[src/rtl/scan_chain_ctrl.sv]
// Scan-test sequencer for a single scan chain. It loads a pattern serially,
// issues one capture cycle, unloads the chain, and compares the result under a mask.
module scan_chain_ctrl #(
  parameter int CHAIN_LEN = 32,
  parameter int CNT_W     = 10
) (
  input  logic                 CK,
  input  logic                 RN,
  input  logic                 start,
  input  logic                 abort,
  input  logic [CHAIN_LEN-1:0] pattern,
  input  logic [CHAIN_LEN-1:0] expected,
  input  logic [CHAIN_LEN-1:0] mask,
  input  logic                 so,
  output logic                 se,
  output logic                 si,
  output logic                 busy,
  output logic                 done,
  output logic                 pass,
  output logic [CHAIN_LEN-1:0] response
);

  typedef enum logic [2:0] {
    IDLE,
    SHIFT_IN,
    CAPTURE,
    SHIFT_OUT,
    DONE
  } state_t;

  localparam logic [CNT_W-1:0] LAST = CNT_W'(CHAIN_LEN - 1);

  state_t               state;
  logic [CNT_W-1:0]     cnt;
  logic [CHAIN_LEN-1:0] pat_q;
  logic [CHAIN_LEN-1:0] exp_q;
  logic [CHAIN_LEN-1:0] mask_q;
  logic [CHAIN_LEN-1:0] unload;
  logic [CHAIN_LEN-1:0] unload_next;

  // The first bit sampled from so ends up in the MSB after CHAIN_LEN shifts.
  always_comb begin
    unload_next = {unload[CHAIN_LEN-2:0], so};
  end

  always_ff @(posedge CK or negedge RN) begin
    if (!RN) begin
      state    <= IDLE;
      cnt      <= '0;
      pat_q    <= '0;
      exp_q    <= '0;
      mask_q   <= '0;
      unload   <= '0;
      se       <= 1'b0;
      si       <= 1'b0;
      busy     <= 1'b0;
      done     <= 1'b0;
      pass     <= 1'b0;
      response <= '0;
    end else begin
      done <= 1'b0;
      if (abort && state != IDLE) begin
        state <= IDLE;
        cnt   <= '0;
        se    <= 1'b0;
        si    <= 1'b0;
        busy  <= 1'b0;
      end else begin
        case (state)
          IDLE: begin
            if (start) begin
              // si is registered, so the MSB goes out now and the rest waits shifted up.
              pat_q    <= pattern << 1;
              exp_q    <= expected;
              mask_q   <= mask;
              pass     <= 1'b0;
              response <= '0;
              se       <= 1'b1;
              si       <= pattern[CHAIN_LEN-1];
              busy     <= 1'b1;
              cnt      <= '0;
              state    <= SHIFT_IN;
            end
          end
          SHIFT_IN: begin
            if (cnt == LAST) begin
              se    <= 1'b0;
              si    <= 1'b0;
              cnt   <= '0;
              state <= CAPTURE;
            end else begin
              si    <= pat_q[CHAIN_LEN-1];
              pat_q <= pat_q << 1;
              cnt   <= cnt + 1'b1;
            end
          end
          CAPTURE: begin
            se    <= 1'b1;
            si    <= 1'b0;
            cnt   <= '0;
            state <= SHIFT_OUT;
          end
          SHIFT_OUT: begin
            unload <= unload_next;
            if (cnt == LAST) begin
              se       <= 1'b0;
              done     <= 1'b1;
              response <= unload_next;
              pass     <= (((unload_next ^ exp_q) & ~mask_q) == '0);
              cnt      <= '0;
              state    <= DONE;
            end else begin
              cnt <= cnt + 1'b1;
            end
          end
          DONE: begin
            busy  <= 1'b0;
            cnt   <= '0;
            state <= IDLE;
          end
          default: begin
            se    <= 1'b0;
            si    <= 1'b0;
            busy  <= 1'b0;
            cnt   <= '0;
            state <= IDLE;
          end
        endcase
      end
    end
  end

endmodule

[config.mk]
export PLATFORM = sky130hd
export DESIGN_NAME = scan_chain_ctrl
export DESIGN_NICKNAME = d
export VERILOG_FILES = /design/src/rtl/scan_chain_ctrl.sv
export SDC_FILE = /design/constraint.sdc
export NUM_CORES = 1
export LEC_CHECK = 0
export ABC_AREA = 0
export BUFFER_PORTS_ARGS = -buffer_cell sky130_fd_sc_hd__buf_4
export CORE_MARGIN = 2
export CORE_UTILIZATION = 28
export CTS_CLUSTER_DIAMETER = 60
export DETAILED_ROUTE_END_ITERATION = 12
export GPL_TIMING_DRIVEN = 0
export PLACE_DENSITY = 0.47
export SYNTH_ARGS = -nofsm -noshare
export SYNTH_HDL_FRONTEND = slang
export SYNTH_SLANG_ARGS = --single-unit
[constraint.sdc]
create_clock -name CK -period 3.7 [get_ports CK]
set_input_delay 0.185 -clock CK [delete_from_list [all_inputs] [get_ports CK]]
set_output_delay 0.185 -clock CK [all_outputs]
set_load 0.01 [all_outputs]
Word-level counts from Yosys, hierarchy flattened
Index checks and enable logic that the tools add are counted.

Memory bits (read-only): 0. Flip-flop bits (word level): 177. Memory bits (writable): 0. Input bits: 101. Bits in latches: 0. Logic and storage cells: 80. Memories: 0.

Eq/ne operators: 15. Order comparisons: 0. Add/subtract/negate cells: 1. Mux-type cells: 31. Bitwise gates (word level): 4. Reduce and logical (&&, ||, !) cells: 17. Shift-type cells: 0. Div/mod/pow operators: 0. $mul: 0.

Operators with widths (count): $mux W32 (4); $pmux W32 S2 (2); $and A32 B32 Y32 (1); $logic_not A32 Y1 (1); $not A32 Y32 (1); $xor A32 B32 Y32 (1); $mux W10 (3); $pmux W10 S2 (1); $mux W1 (12); $mux W3 (4); $pmux W3 S4 (1); $add A10 B1 Y10 const B (1); $eq A10 B5 Y1 const B (1); $ne A3 B3 Y1 const B (3); $reduce_and A3 Y1 (3); $ne A2 B2 Y1 const B (4); $reduce_and A4 Y1 (2); $eq A3 B2 Y1 const B (2); $reduce_and A2 Y1 (3); $ne A2 B1 Y1 const B (2); $pmux W1 S2 (2); $pmux W1 S4 (1); $reduce_bool A2 Y1 (2); $reduce_or A2 Y1 (2); other kinds (9) (9).

Depth between registers and ports, before layout
Depth after elaboration: 5. Gate-level depth with buffers: 8. Mapped depth without buffers: 6.

Least setup slack after synthesis
No wires, ideal clock.

Path kind: reg2reg. From: register state[0]. To: register exp_q[0]. Setup slack: 1.919 ns. Stages on the path, launching flop included: 7. Arrival time: 1.656 ns. Path buffers: 3. Period minus slack after synthesis: 1.781 ns. Cells stage by stage: dfrtp_1 > buf_4 > nand2b_1 > nor3_4 > buf_2 > buf_4 > mux2_2.

Cells in the longest elaborated chain, start to end: 4.

Ends and longest elaborated chain: start, declared (RTL line 33) `state_t state;`; start signal, assigned (RTL line 48) `state <= IDLE;`; start signal, assigned (RTL line 63) `state <= IDLE;`; start signal, assigned (RTL line 82) `state <= SHIFT_IN;`; $reduce_bool A3 Y1 (RTL line 62) `if (abort && state != IDLE) begin`; $logic_and A1 B1 Y1 (RTL line 62); $not A1 Y1 (no line); $reduce_and A3 Y1 (no line) *; end signal, assigned (RTL line 74) `exp_q <= expected;`; end, declared (RTL line 36) `logic [CHAIN_LEN-1:0] exp_q;`.

Every way passes the cells marked *; elsewhere a longest branch is shown, timed or not. A chain may end at the register's enable or synchronous reset.

Worst setup path after layout
From: register cnt[0]. To: register response[3].

Cells in the longest elaborated chain, start to end: 3.

Ends and longest elaborated chain: start, declared (RTL line 34) `logic [CNT_W-1:0] cnt;`; start signal, assigned (RTL line 94) `cnt <= cnt + 1'b1;`; start signal, assigned (RTL line 113) `cnt <= cnt + 1'b1;`; $eq A10 B5 Y1 (RTL line 105) `if (cnt == LAST) begin`; $ne A2 B2 Y1 (no line); $reduce_and A4 Y1 (no line); end signal, assigned (RTL line 108) `response <= unload_next;`; end, declared (RTL line 20) `output logic [CHAIN_LEN-1:0] response`.

Every way passes these cells.

==> results.toml <==
[outcome]
status = "finished clean"

[floorplan]
io_pins = 138
rows = 60
chipHeight_microns = 169
die_area_sq_um = 28500
core_area_sq_um = 26800
floorplan.initialDensity_pct = 28.3
die_x_microns = 169

[detailed_routing]
met2RoutedLength_mm = 9.11
wl_per_cell_microns = 16.4
dr_total_vias = 5362
drtAntennaViolNets = 0
met3_length_microns = 904
first_iter_violations = 183
drc = 0
dr.pass1.iters = 4
finalWirelength_mm = 19.7
routed.top_layer = "met4"
routedLengthMet1_mm = 9.59
vias_per_cell = 4.46

[cts]
clk_transition_reported_paths_ps = 70
post_cts_resized = 0
cts_buffers = 17
ctsHtreeMaxLevel = 4
clock_tree.root_cell = "clkbuf_16"
clock_latency_ps = 440
cts_tree = "yes"
clock-sinks = 176
clk_path_buf_depth = 2

[yosys]
ys_ff_latch = 176
synthAdderAreaFrac_pct = 0.165
yosys.area_share.simple_pct = 11.1
synth_nets = 729
synth_top_family_by_area = "multiplexers"
synth_xor_area_share_pct = 4.50
syn-cell-area_sq_um = 7590
synth_area_leaders = "dfrtp_1 58%, mux2_2 14%, nand2_1 5.1%"
synth_compound_area_share_pct = 5.50
synthCells = 627
synth.avg_cell_area_sq_um = 12.1
synth.distinct_cells = 39
yosys_warnings = 0
ys_seq_area_share_pct = 58.0
muxShareOfSynthArea_pct = 18.0
synth_top_area_cell = "dfrtp_1"
synth_top_area_share_pct = 58.0

[grt]
grt_pass1_vias = 5581
grt_max_degree = 99
grt-ovfl-total = 0
grt_usage_pct = 14.3
grt_pass1_wl_mm = 31.4
antenna_found_initial = 0

[sta]
fmax_mhz = 472
tns_ps = 0
timing.slew.headroom_pct = 47.7
setup_viol = 0
timing.final.crit_share_pct = 57.3
fin_skew_ps = 14.5
slew_violations = 0
fin_crit_ps = 2120
worst_slew_pin_slew_ps = 784
hold_viol_final = 0
fin_ws_ps = 1580
rsz0062_at_grt = "no"

[final_layout]
diodes = 0
drive_above_1_share_pct = 34.9
n_fill_cell = 2670
post-route-util_pct = 38.5
final_nets = 951
areaGrowthSynthToFinish_pct = 35.9

[critical_path]
crit_chain = "ha_1 > nor4b_4 > nand4_4 > a2bb2oi_2 > buf_4 > nand3_1 > nand2_1"
start_kind = "register"
cp.required_ps = 4070
end_kind = "register"
crit_arrival_ps = 2490
cpPeakStageDelay_ps = 470
path_class = "reg2reg"
critPathSlowestCell = "a2bb2oi_2"
cp_top_family = "simple AND/OR/NAND/NOR gates"
path_buf_inv = 1
critPathMaxFanout = 10

[placed_design]
post-place-ws_ps = 1600
dp_hpwl_mm = 14.0
port_buffers = 137
place.gp.congestion = 0.731

[pwr]
power_frac_seq_pct = 43.4
total_power_mw = 6.42
p_switching_mw = 2.07
p_per_area_nw_per_um2 = 622
leakage_nw = 4.85
swShare_pct = 32.2
power_frac_comb_pct = 28.5
clkPwrFrac_pct = 28.1
p_int_mw = 4.35
vdd_drop_max_v = 0.000270

[min_path]
min_path_type = "in2reg"

[run]
maxCapViolCount = 0
==> logic make-up (layout without fill, tap and decap cells) <==
| logic type | Yosys count | count (layout) |
|---|---|---|
| flip-flops | 176 | 176 |
| adder cells (fa/ha/maj) | 1 | 1 |
| XOR/XNOR | 39 | 39 |
| AND/OR/NAND/NOR | 181 | 181 |
| AO/OA/AOI/OAI | 68 | 68 |
| buffers and inverters | 37 | 272 |
| multiplexers | 125 | 125 |
==> worst min-delay path, stage by stage <==
cell and delay (ps):
buf_4 110, nand3_1 60, nand2_1 60
==> power groups by stage <==
stage          clock, mW  combinational, mW  sequential (mW)
3_5_place_dp           0               1.82             2.83
2_1_floorplan          0               1.30             2.75
3_3_place_gp           0               1.80             2.82
6_report            1.80               1.83             2.78
5_1_grt             1.94               2.05             2.86
4_1_cts             1.87               1.88             2.79
==> timing repair <==
| item | CTS | global route |
|---|---|---|
| hold endpoints to repair | 161 | 0 |
| hold buffers | 65 | 0 |
| setup buffers | 0 | 0 |
==> synthesized netlist by cell type (all sizes together) <==
cell	number
nor3b	1
ha	1
xnor2	35
nor4b	1
o2bb2ai	1
o21ai	36
nor2b	2
dfrtp	176
nand4	3
mux2	95
and3	1
a31oi	2
nor4	5
o41ai	1
nand3	36
and2	3
nand2b	1
o22ai	16
nand2	104
xor2	4
or3	2
a21oi	8
a32o	2
a22oi	1
nor3	5
mux2i	30
clkbuf	8
a2bb2oi	1
inv	4
or4	3
buf	25
nor2	14
==> sequential cells by signal, summed over array words and instances (netlist names) <==
register and cells:
cnt 10, mask_q 32, response 32, si 1, se 1, unload 31, pass 1, done 1
state 3, pat_q 31, busy 1, exp_q 32
==> placed cells by master, fill, tap and decap left out, drive strengths merged, types with 7 or more instances in the layout <==
cell | synthesis | layout
dfrtp | 176 | 176
buf | 25 | 163
nand2 | 104 | 104
mux2 | 95 | 95
dlygate4sd3 | 0 | 65
nand3 | 36 | 36
o21ai | 36 | 36
xnor2 | 35 | 35
mux2i | 30 | 30
clkbuf | 8 | 25
o22ai | 16 | 16
nor2 | 14 | 14
inv | 4 | 12
a21oi | 8 | 8
clkinv | 0 | 7
==> path summary, 6_finish.rpt <==
path / start / end / slack [ps] / cells after the start
worst max-delay path: cnt[0] / response[3] / 1580 / 7
worst min-delay path: so / response[0] / 20 / 3
worst max register to register: cnt[0] / response[3] / 1580 / 7
worst min register to register: response[0] / response[0] / 470 / 2
max in group asynchronous: RN / mask_q[23] / 2430 / 3
min in group asynchronous: RN / pat_q[18] / 370 / 2
==> per-layer routing <==
metal	track usage, %	vias up
li1	-	2629
met1	19.8	2611
met4	2.59	0
met2	22.9	113
met3	3.62	9
met5	0	-
==> layout make-up <==
class	count	area [sq um]	area share, %
Timing Repair Buffer	203	1710	16.6
Buffer	33	188	1.82
Tap cell	341	427	4.13
Inverter	4	15.0	0.145
Sequential cell	176	4400	42.7
Clock inverter	15	164	1.59
Multi-Input combinational cell	414	2990	28.9
Clock buffer	17	425	4.12
==> metrics by stage <==
step / cells / instance area, sq um / hold slack (ps)
2_1_floorplan: 627 / 7590 / -111
3_3_place_gp: 1105 / 9050 / 410
3_5_place_dp: 1106 / 9080 / 289
4_1_cts: 1203 / 10300 / 0.250
5_1_grt: 1203 / 10300 / 7.50
6_report: 1203 / 10300 / 20.1
Note: power is estimated with default switching activity, not from simulation.
